[config.mk]
export PLATFORM = sky130hd
export DESIGN_NAME = clz_seq_chunked
export DESIGN_NICKNAME = d
export VERILOG_FILES = /design/src/rtl/clz_seq_chunked.sv
export SDC_FILE = /design/constraint.sdc
export NUM_CORES = 1
export LEC_CHECK = 0
export BUFFER_PORTS_ARGS = -buffer_cell sky130_fd_sc_hd__buf_2
export CORE_UTILIZATION = 56
export CTS_BUF_LIST = sky130_fd_sc_hd__clkbuf_8 sky130_fd_sc_hd__clkbuf_16
export DETAILED_ROUTE_END_ITERATION = 10
export PLACE_DENSITY_LB_ADDON = 0.05
export SETUP_SLACK_MARGIN = 0.02
export SYNTH_ARGS = -nofsm -noshare
export SYNTH_HDL_FRONTEND = slang
export SYNTH_SLANG_ARGS = --single-unit
[constraint.sdc]
create_clock -name clk -period 3.43 [get_ports clk]
set_input_delay 0.343 -clock clk [delete_from_list [all_inputs] [get_ports clk]]
set_output_delay 0.343 -clock clk [all_outputs]
set_load 0.02 [all_outputs]
[src/rtl/clz_seq_chunked.sv]
// Iterative leading-zero / leading-sign counter. It scans the captured operand one chunk per cycle
// from the MSB and stops at the first non-zero chunk. It has valid/ready handshakes on both sides.
module clz_seq_chunked #(
    parameter int bits_in  = 16,
    parameter int chunk    = 4,
    parameter int bits_out = $clog2(bits_in) + 1
) (
    input  logic                clk,
    input  logic                rst,
    input  logic [bits_in-1:0]  b,
    input  logic                mode,
    input  logic                vin,
    output logic                ready,
    output logic [bits_out-1:0] pout,
    output logic                zero,
    output logic                vout,
    input  logic                rin,
    output logic [1:0]          dbg_state_o
);

    // Handshake rule on both ports: a transfer happens on a posedge where valid and ready are both
    // high. A producer holds valid and its data until that edge. A consumer may hold ready low
    // for as long as it likes. The output side keeps vout/pout/zero frozen until rin accepts them.

    localparam logic [1:0] S_IDLE = 2'd0;
    localparam logic [1:0] S_SCAN = 2'd1;
    localparam logic [1:0] S_DONE = 2'd2;

    logic [1:0]          state_q, state_d;
    logic [bits_in-1:0]  sh_q, sh_d;
    logic [bits_out-1:0] cnt_q, cnt_d;
    logic [bits_out-1:0] pout_q, pout_d;
    logic                zero_q, zero_d;

    logic [chunk-1:0]    top;
    logic [bits_out-1:0] top_lz;
    logic [bits_out-1:0] cnt_step;

    assign top      = sh_q[bits_in-1 -: chunk];
    assign cnt_step = cnt_q + bits_out'(chunk);

    // Priority encoder within the top chunk. The highest set bit is visited last, so it wins.
    always_comb begin
        top_lz = bits_out'(chunk);
        for (int i = 0; i < chunk; i++) begin
            if (top[i]) top_lz = bits_out'(chunk - 1 - i);
        end
    end

    always_comb begin
        state_d = state_q;
        sh_d    = sh_q;
        cnt_d   = cnt_q;
        pout_d  = pout_q;
        zero_d  = zero_q;
        case (state_q)
            S_IDLE: begin
                if (vin && ready) begin
                    // A negative operand is inverted so that CLS becomes CLZ of the captured value.
                    sh_d    = (mode && b[bits_in-1]) ? ~b : b;
                    cnt_d   = '0;
                    state_d = S_SCAN;
                end
            end
            S_SCAN: begin
                if (top == '0) begin
                    cnt_d = cnt_step;
                    sh_d  = sh_q << chunk;
                    if (cnt_step == bits_out'(bits_in)) begin
                        pout_d  = bits_out'(bits_in);
                        zero_d  = 1'b1;
                        state_d = S_DONE;
                    end
                end else begin
                    pout_d  = cnt_q + top_lz;
                    zero_d  = 1'b0;
                    state_d = S_DONE;
                end
            end
            S_DONE: begin
                if (rin) state_d = S_IDLE;
            end
            default: state_d = S_IDLE;
        endcase
    end

    always_ff @(posedge clk) begin
        if (!rst) begin
            state_q <= S_IDLE;
            sh_q    <= '0;
            cnt_q   <= '0;
            pout_q  <= '0;
            zero_q  <= 1'b0;
        end else begin
            state_q <= state_d;
            sh_q    <= sh_d;
            cnt_q   <= cnt_d;
            pout_q  <= pout_d;
            zero_q  <= zero_d;
        end
    end

    assign ready       = (state_q == S_IDLE) && rst;
    assign vout        = (state_q == S_DONE);
    assign pout        = pout_q;
    assign zero        = zero_q;
    assign dbg_state_o = state_q;

endmodule

Word level (Yosys, flattened, before mapping) --
Index checks and enable logic that the tools add are counted.
Storage, ports and cells: word-level logic and storage cells 45, register bits after elaboration 29
Operators by class: equality and inequality tests 8, reduce and logical (&&, ||, !) cells 9, bitwise operators 1, add/sub/neg operators 2, mux-type cells 20
Operators by type and width (count):
- $mux 16 | 3
- $pmux 16 s2 | 1
- $mux 5 | 6
- $not 16->16 | 1
- $pmux 5 s2 | 1
- $mux 2 | 4
- $mux 3 | 2
- $pmux 2 s3 | 1
- $reduce_and 3->1 | 2
- $add 5x3->5 const B | 1
- $add 5x5->5 | 1
- $eq 5x5->1 const B | 1
- $logic_not 4->1 | 1
- $ne 2x1->1 const B | 2
- $ne 2x2->1 const B | 2
- $logic_and 1x1->1 | 3
- $ne 3x3->1 const B | 1
- $eq 2x1->1 const B | 1
- $eq 2x2->1 const B | 1
- $logic_not 2->1 | 1
- $mux 1 | 2
- $reduce_and 2->1 | 1
- $reduce_bool 2->1 | 1

Longest topological paths before layout --
Gate-level depths: netlist of run 1.
depth in word-level cells 6, gate-level depth with buffers 7

Least setup slack after synthesis of run 1 --
Ideal clock, no wire load.
kind register to register, start register sh_q[12], end register pout_q[4] (netlist: pout[4]), setup slack 1.708 ns, required time 3.335 ns, clock period less this slack 1.722 ns, path buffers 0, library setup time 0.095 ns, arrival time 1.627 ns, stages on the path, launching flop included 8, cells stage by stage dfxtp_1 > or4_4 > inv_2 > ha_1 > a21oi_1 > nor2b_1 > xnor2_1 > a221oi_1
On the way: cells in the longest elaborated chain, start to end 6, elaborated cells on any way between the ends 9, classes of those cells 1 x add/sub; 1 x eq/ne; 5 x mux; 2 x reduce/logical
RTL lines:
- start: declaration | line 30 | logic [bits_in-1:0] sh_q, sh_d;
- start signal: assignment | line 90 | sh_q <= '0;
- start signal: assignment | line 96 | sh_q <= sh_d;
- $mux 3 (2 in series) | line 46 | if (top[i]) top_lz = bits_out'(chunk - 1 - i);
- $mux 5 (2 in series) | line 46
- $add 5x5->5 | line 75 | pout_d = cnt_q + top_lz;
- $mux 5 | line 66 | if (top == '0) begin
- end signal: assignment | line 98 | pout_q <= pout_d;
- end: declaration | line 32 | logic [bits_out-1:0] pout_q, pout_d;
Parallel ways exist; a longest one is shown, timed or not. A chain may end at the register's enable or synchronous reset.

Worst setup path in the final report of run 1 --
Ends and elaborated chain as after synthesis.

==> results of run 1 <==
-- registers in the layout (all words and copies together) (netlist names) --
register,count
pout,5
sh_q,16
dbg_state_o,2
cnt_q,3
zero,1
-- through the flow --
stage	instance area [um2]	power, mW	std cells	utilization, %
5_1_grt	1560	0.741	206	69.3
3_5_place_dp	1520	0.531	202	67.2
2_1_floorplan	1370	0.489	150	-
6_report	1560	0.708	206	69.3
4_1_cts	1560	0.707	206	69.3
3_3_place_gp	1520	0.526	202	67.2
-- how the worst max path moves through the flow --
stage               depth (start not counted)       to     start
floorplan                                   7  pout[4]  sh_q[12]
global placement                            7  pout[4]  sh_q[12]
detailed placement                          7  pout[4]  sh_q[12]
CTS                                         7  pout[4]  sh_q[12]
global route                                4    ready       rst
finish                                      7  pout[4]  sh_q[12]
-- worst reg2reg max path, stage by stage, from the launching register on --
cell	delay [ps]
dfxtp_1	350
or4_4	600
inv_2	130
ha_1	190
a21oi_1	50
nor2b_1	150
xnor2_1	80
a221oi_1	250
-- cell usage after synthesis (2+ instances only) --
cell type / count
nor3_1: 6
mux2i_1: 11
buf_2: 3
buf_6: 2
o21ai_0: 2
nand2b_1: 2
nor2b_1: 3
o21ai_2: 2
o21ai_1: 9
xnor2_1: 16
nand3_1: 12
inv_1: 2
nor2_1: 12
dfxtp_1: 27
a21oi_1: 8
ha_1: 4
nand2_1: 4
a22oi_1: 6
xor2_1: 2
-- cell type report --
cell class	instances	area share, %
clock buffers	3	2.64
clock inverters	1	0.321
inverters	4	0.962
multi-input cells	112	49.1
flip-flops and latches	27	34.6
well taps	28	2.24
repair buffers	31	10.1
-- routing by layer --
| layer | global-route usage (%) | vias up | share of wire (%) |
|---|---|---|---|
| met2 | 42.9 | 37 | 49 |
| li1 | - | 583 | - |
| met1 | 31.0 | 533 | 45 |
| met5 | 0 | - | 0 |
| met3 | 6.25 | 4 | 4.8 |
| met4 | 4.95 | 0 | 0.93 |
-- power by group --
group	internal (mW)	total [mW]	switching [mW]
combinational	0.0716	0.172	0.100
clock	0.0815	0.182	0.100
sequential	0.337	0.354	0.0174
total	0.490	0.708	0.218
-- logic make-up (layout without fill, tap and decap cells) --
family                     count (synthesis)  count (layout)  share of synthesized area [%]
AOI/OAI and AO/OA                         33              33                           15.2
adders and majority gates                  4               4                           3.66
muxes                                     11              11                           8.05
DFF                                       27              27                           39.5
and+or+nand+nor                           45              45                           17.4
xor gates and xnor gates                  18              18                           11.5
other                                      1               1                          0.274
buffers and inverters                     11              39                           4.39
==> flow_metrics.py, run 1 <==
metrics = {
    "pwr": {
        "peakVddDrop_uv": 563,
        "power_leakage_nw": 0.706,
        "power_density_nw_per_um2": 453,
    },
    "placement": {
        "post-place-ws_ps": 1550,
        "buffer_ports.inserted": 30,
        "gp_congestion": 0.812,
        "dp.final_hpwl_um": 2130,
    },
    "drt": {
        "detail_route.wirelength_um": 2910,
        "via_per_inst": 5.62,
        "drt_drc_violations_left": 0,
        "post_detailed_route_count_of_antenna_violating_nets": 0,
        "drt-initial-drc-count": 21,
        "route.detailed.wl_per_inst_um": 14.1,
        "route.vias.total": 1157,
        "drt-pass1-iter-count": 4,
    },
    "global_route": {
        "antenna_found_initial": 0,
        "grt_util_all_layers_pct": 24.8,
        "pin_count_of_the_biggest_net_entering_global_routing": 18,
        "grt.overflow.total": 0,
        "grt_pass1_vias": 1095,
        "wire_length_of_the_first_global_routing_pass_um": 4860,
    },
    "final_layout": {
        "final_net_count": 204,
        "layout_commonest_cell": "buf_2",
        "drive_gt1_share_pct": 22.5,
        "fillCellCount": 192,
        "multiInputGateArea_um2": 767,
        "most-common-layout-cells": "30 x buf_2, 27 x dfxtp_1, 16 x xnor2_1",
        "antenna_cells_inserted": 0,
        "ff_latch_area_um2": 541,
        "area_growth_syn_to_layout_pct": 14.2,
    },
    "synth": {
        "synth_area_um2": 1370,
        "synth_cell_type_count": 36,
        "synth.avg_cell_area_um2": 9.12,
        "number_of_flops_mapped_to_enable_cells_by_yosys": 0,
        "synth_fp_nets": 175,
        "synthCells": 150,
        "netlist.area_leader.share_pct": 39.5,
        "synth_flop_cell": "dfxtp_1",
        "share_of_flip_flops_with_an_asynchronous_set_or_reset_after_synthesis_pct": 0,
        "synthTopCellsByArea": "dfxtp_1 40%, xnor2_1 10%, mux2i_1 8.1%",
        "ys_ff_latch": 27,
        "cell_taking_the_most_area_after_synthesis": "dfxtp_1",
        "yosysWarningCount": 0,
        "synth.yosys.seq_area_share_pct": 39.5,
    },
    "timing": {
        "report.final.setup_viol": 0,
        "clock_skew_after_layout_ps": 3.58,
        "setup_ws_ps": 1550,
        "timing.slew.headroom_pct": 48.3,
        "timing.final.crit_period_ps": 1880,
        "fin_worst_hold_slack_ps": 322,
        "final-max-slew-violation-count": 0,
        "unrepaired_setup_endpoints_after_global_routing": "no",
        "post_route_setup_tns_ps": 0,
        "fin_crit_sh_pct": 54.9,
        "timing.final.hold_violations": 0,
        "worst_slew_pin_tran_ps": 773,
        "maxClockFrequency_mhz": 531,
    },
    "clocking": {
        "tritoncts.num_buffers": 3,
        "post_cts_buffers": 0,
        "cts-htree-levels": 1,
        "tritoncts_num_sinks": 27,
        "clock_tree.root_cell": "clkbuf_8",
        "cts_repair_resize_count": 0,
        "number_of_buffers_added_to_fix_hold_violations_after_cts": 0,
        "cts-root-to-sink-buffers": 2,
        "cts_tree": "yes",
        "clk_pin_slew_ps": 90,
        "insertion_delay_ps": 270,
    },
    "worst_hold_path": {
        "hold_path_depth": 3,
        "worst_hold_path_type": "input pin to register",
        "timing.hold.worst.start": "rin",
        "hold_path_end": "dbg_state_o[1]",
    },
    "die": {
        "io_pins": 31,
        "floorplan.die.height_um": 51.4,
        "die_area_um2": 2640,
        "core_area_um2": 2250,
        "initial_utilization_pct": 60.7,
        "core.rowCount": 17,
        "dieWidth_um": 51.4,
    },
    "setup_path": {
        "slowest_stage": "or4_4",
        "critPathKind": "register to register",
        "regToRegEndpoint": "pout[4]",
        "r2r_start": "sh_q[12]",
        "timing.critical_path.fanout_max": 5,
        "start_kind": "register",
        "critical_path_required_ps": 3610,
        "end_kind": "register",
        "cell_family_with_most_cp_delay": "simple AND/OR/NAND/NOR gates",
        "reg2regPathDepth": 7,
        "crit_path_cell_trace": "or4_4 -> inv_2 -> ha_1 -> a21oi_1 -> nor2b_1 -> xnor2_1 -> a221oi_1",
        "rrSetupSlack_ps": 1550,
        "biggest_cell_delay_along_the_critical_path_ps": 600,
        "crit_buf_inv": 1,
        "arrival_ps": 2060,
    },
    "outcome": {
        "run_status": "finished, final reports clean",
    },
    "job": {
        "maxCapViolCount": 0,
    },
}
(Power assumes the default switching activity.)
==> run 2: changes to the inputs <==
ABC_AREA = 1   (was default)
CORE_UTILIZATION = 50   (was 56)
clock period = 1.5 ns   (was 3.43 ns; I/O delays follow)
==> flow_metrics.py, run 2 <==
metrics = {
    "timing": {
        "post_route_setup_tns_ps": 0,
        "final-max-slew-violation-count": 0,
        "clock_skew_after_layout_ps": 3.77,
        "unrepaired_setup_endpoints_after_global_routing": "no",
        "timing.final.crit_period_ps": 1350,
        "report.final.setup_viol": 0,
        "timing.final.hold_violations": 0,
        "maxClockFrequency_mhz": 738,
        "fin_crit_sh_pct": 90.3,
    },
    "final_layout": {
        "largest_reg_flops": 16,
        "final_net_count": 350,
        "area_growth_syn_to_layout_pct": 14.3,
        "drive_gt1_share_pct": 19.4,
        "finalInstanceArea_um2": 2040,
        "multiInputGateArea_um2": 1020,
        "regMostFlops": "sh_q",
        "fillCellCount": 369,
        "layout.core_utilization_pct": 60.5,
        "antenna_cells_inserted": 0,
        "most-common-layout-cells": "90 x nand2_1, 56 x nor2_1, 34 x inv_1",
        "layout_commonest_cell": "nand2_1",
        "finalNonFillerCells": 370,
        "ff_latch_area_um2": 541,
    },
    "synth": {
        "number_of_flops_mapped_to_enable_cells_by_yosys": 0,
        "synth_common_cells": "91 x nand2_1, 59 x nor2_1, 33 x inv_1",
        "cell_taking_the_most_area_after_synthesis": "dfxtp_1",
        "synthCells": 291,
        "synth_fp_nets": 316,
        "synth_flop_cell": "dfxtp_1",
        "yosysWarningCount": 0,
        "synthTopCellsByArea": "dfxtp_1 30%, nand2_1 19%, nor2_1 12%",
        "synth_area_um2": 1780,
        "share_of_flip_flops_with_an_asynchronous_set_or_reset_after_synthesis_pct": 0,
        "ys_ff_latch": 27,
        "synth.avg_cell_area_um2": 6.12,
        "synth.yosys.seq_area_share_pct": 30.3,
        "synth_cell_type_count": 22,
        "netlist.area_leader.share_pct": 30.3,
        "yosys.cell_count.top_type": "nand2_1",
    },
    "clocking": {
        "cts-root-to-sink-buffers": 2,
        "clk_pin_slew_ps": 90,
        "cts-htree-levels": 1,
        "tritoncts.num_buffers": 3,
        "clock_tree.root_cell": "clkbuf_8",
        "insertion_delay_ps": 270,
        "cts_tree": "yes",
        "post_cts_buffers": 0,
        "tritoncts_num_sinks": 27,
    },
    "drt": {
        "post_detailed_route_count_of_antenna_violating_nets": 0,
        "via_per_inst": 4.63,
        "drt-pass1-iter-count": 4,
        "drt_drc_violations_left": 0,
        "detail_route.wirelength_um": 3630,
        "route.detailed.wl_per_inst_um": 9.81,
        "route.vias.total": 1712,
        "drt-initial-drc-count": 61,
    },
    "global_route": {
        "pin_count_of_the_biggest_net_entering_global_routing": 20,
        "grt_util_all_layers_pct": 21.1,
        "wire_length_of_the_first_global_routing_pass_um": 5980,
        "grt.overflow.total": 0,
        "antenna_found_initial": 0,
        "grt_pass1_vias": 1420,
    },
    "pwr": {
        "power_leakage_nw": 1.14,
        "peakVddDrop_uv": 810,
        "power_density_nw_per_um2": 889,
    },
    "job": {
        "maxCapViolCount": 0,
    },
    "setup_path": {
        "arrival_ps": 1530,
        "end_kind": "register",
        "critPathKind": "register to register",
        "slowest_stage": "dfxtp_1",
        "biggest_cell_delay_along_the_critical_path_ps": 340,
        "critical_path.most_common_cell": "nand2_1",
        "r2r_start": "sh_q[12]",
        "critical_path.startpoint": "sh_q[12]",
        "timing.critical_path.fanout_max": 4,
        "crit_path_cell_trace": "nor2_2 -> nand2_2 -> inv_1 -> ha_1 -> inv_1 -> nand2_1 -> nand2_1 -> nand2_1 -> nand2_1 -> nor2_1 -> nor2_1",
        "critical_path_required_ps": 1680,
        "start_kind": "register",
    },
    "placement": {
        "dpl-instance-area_um2": 1980,
        "dp.final_hpwl_um": 2690,
        "gp_congestion": 0.778,
        "buffer_ports.inserted": 30,
        "post-place-cells": 366,
    },
    "worst_hold_path": {
        "timing.hold.worst.start": "rin",
        "worst_hold_path_type": "input pin to register",
    },
    "die": {
        "io_pins": 31,
        "floorplan.die.height_um": 61.7,
        "core.rowCount": 21,
        "dieWidth_um": 61.7,
        "core_area_um2": 3360,
        "initial_utilization_pct": 53.0,
        "die_area_um2": 3810,
    },
    "outcome": {
        "run_status": "finished, final reports clean",
    },
}
## run 2: changes by cell type after synthesis, moves of 6 or more
cell	before	now
nand3_1	12	30
nor2_1	12	59
a22oi_1	6	0
nand3_2	0	8
mux2i_1	11	0
nand2_1	4	91
inv_1	2	33
o21ai_1	9	0
xnor2_1	16	0
## run 2: area by class of cell
class	count	area share (%)
tap	46	2.83
multi-input combinational	216	50.3
inverter	36	6.64
sequential	27	26.6
timing repair buffer	41	11.4
clock inverter	1	0.184
clock buffer	3	2.03
## run 2: worst max-delay path: cells and delay by family (launching register included)
family | cells | cell delay, ps
simple gates | 8 | 610
flops | 1 | 340
fa+ha+maj | 1 | 180
buf+inv | 2 | 140
## run 2: kinds of logic (layout without fill, tap and decap cells)
family / after synthesis / count (layout) / share of synthesized area, %
AOI/OAI and AO/OA: 11 / 11 / 3.09
xor gates and xnor gates: 2 / 2 / 0.983
adders and majority gates: 4 / 4 / 2.81
buffers and inverters: 48 / 81 / 12.7
DFF: 27 / 27 / 30.3
other: 1 / 1 / 0.210
and+or+nand+nor: 198 / 198 / 49.9
## run 2: metal layers
metal / GRT usage [%] / vias to the layer above / wire length [um]
met5: 0 / - / 0
met4: 3.81 / 0 / 14
met3: 4.97 / 2 / 77
met2: 35.8 / 12 / 1640
met1: 27.8 / 750 / 1900
li1: - / 948 / -
## run 2: stage by stage
step                      hold WS (ps)  power (mW)  worst slack (ps)
after floorplan                    299        1.28               157
after global placement             419        1.41               156
after detailed placement           419        1.42               121
after CTS                          124        1.82              99.2
after global routing               136        1.95              19.1
final                              125        1.81               146
## run 2: worst paths after layout
| path | slack (ps) | to | cells after the start |
|---|---|---|---|
| worst max-delay path | 150 | pout[4] | 11 |
| worst min-delay path | 130 | dbg_state_o[1] | 4 |
| worst max register to register | 150 | pout[4] | 11 |
| worst min register to register | 480 | pout[3] | 2 |
## run 2: power breakdown
part	internal [mW]	switching, mW	total (mW)
sequential	0.790	0.0492	0.839
combinational	0.223	0.345	0.567
clock	0.184	0.220	0.404
## run 2: what timing repair did
| action | 4_1_cts | 5_1_grt |
|---|---|---|
| endpoints found under the setup margin | 0 | 6 |
| hold buffers | 0 | 0 |
| hold endpoints to repair | 0 | 0 |
| gates resized for setup | 0 | 4 |
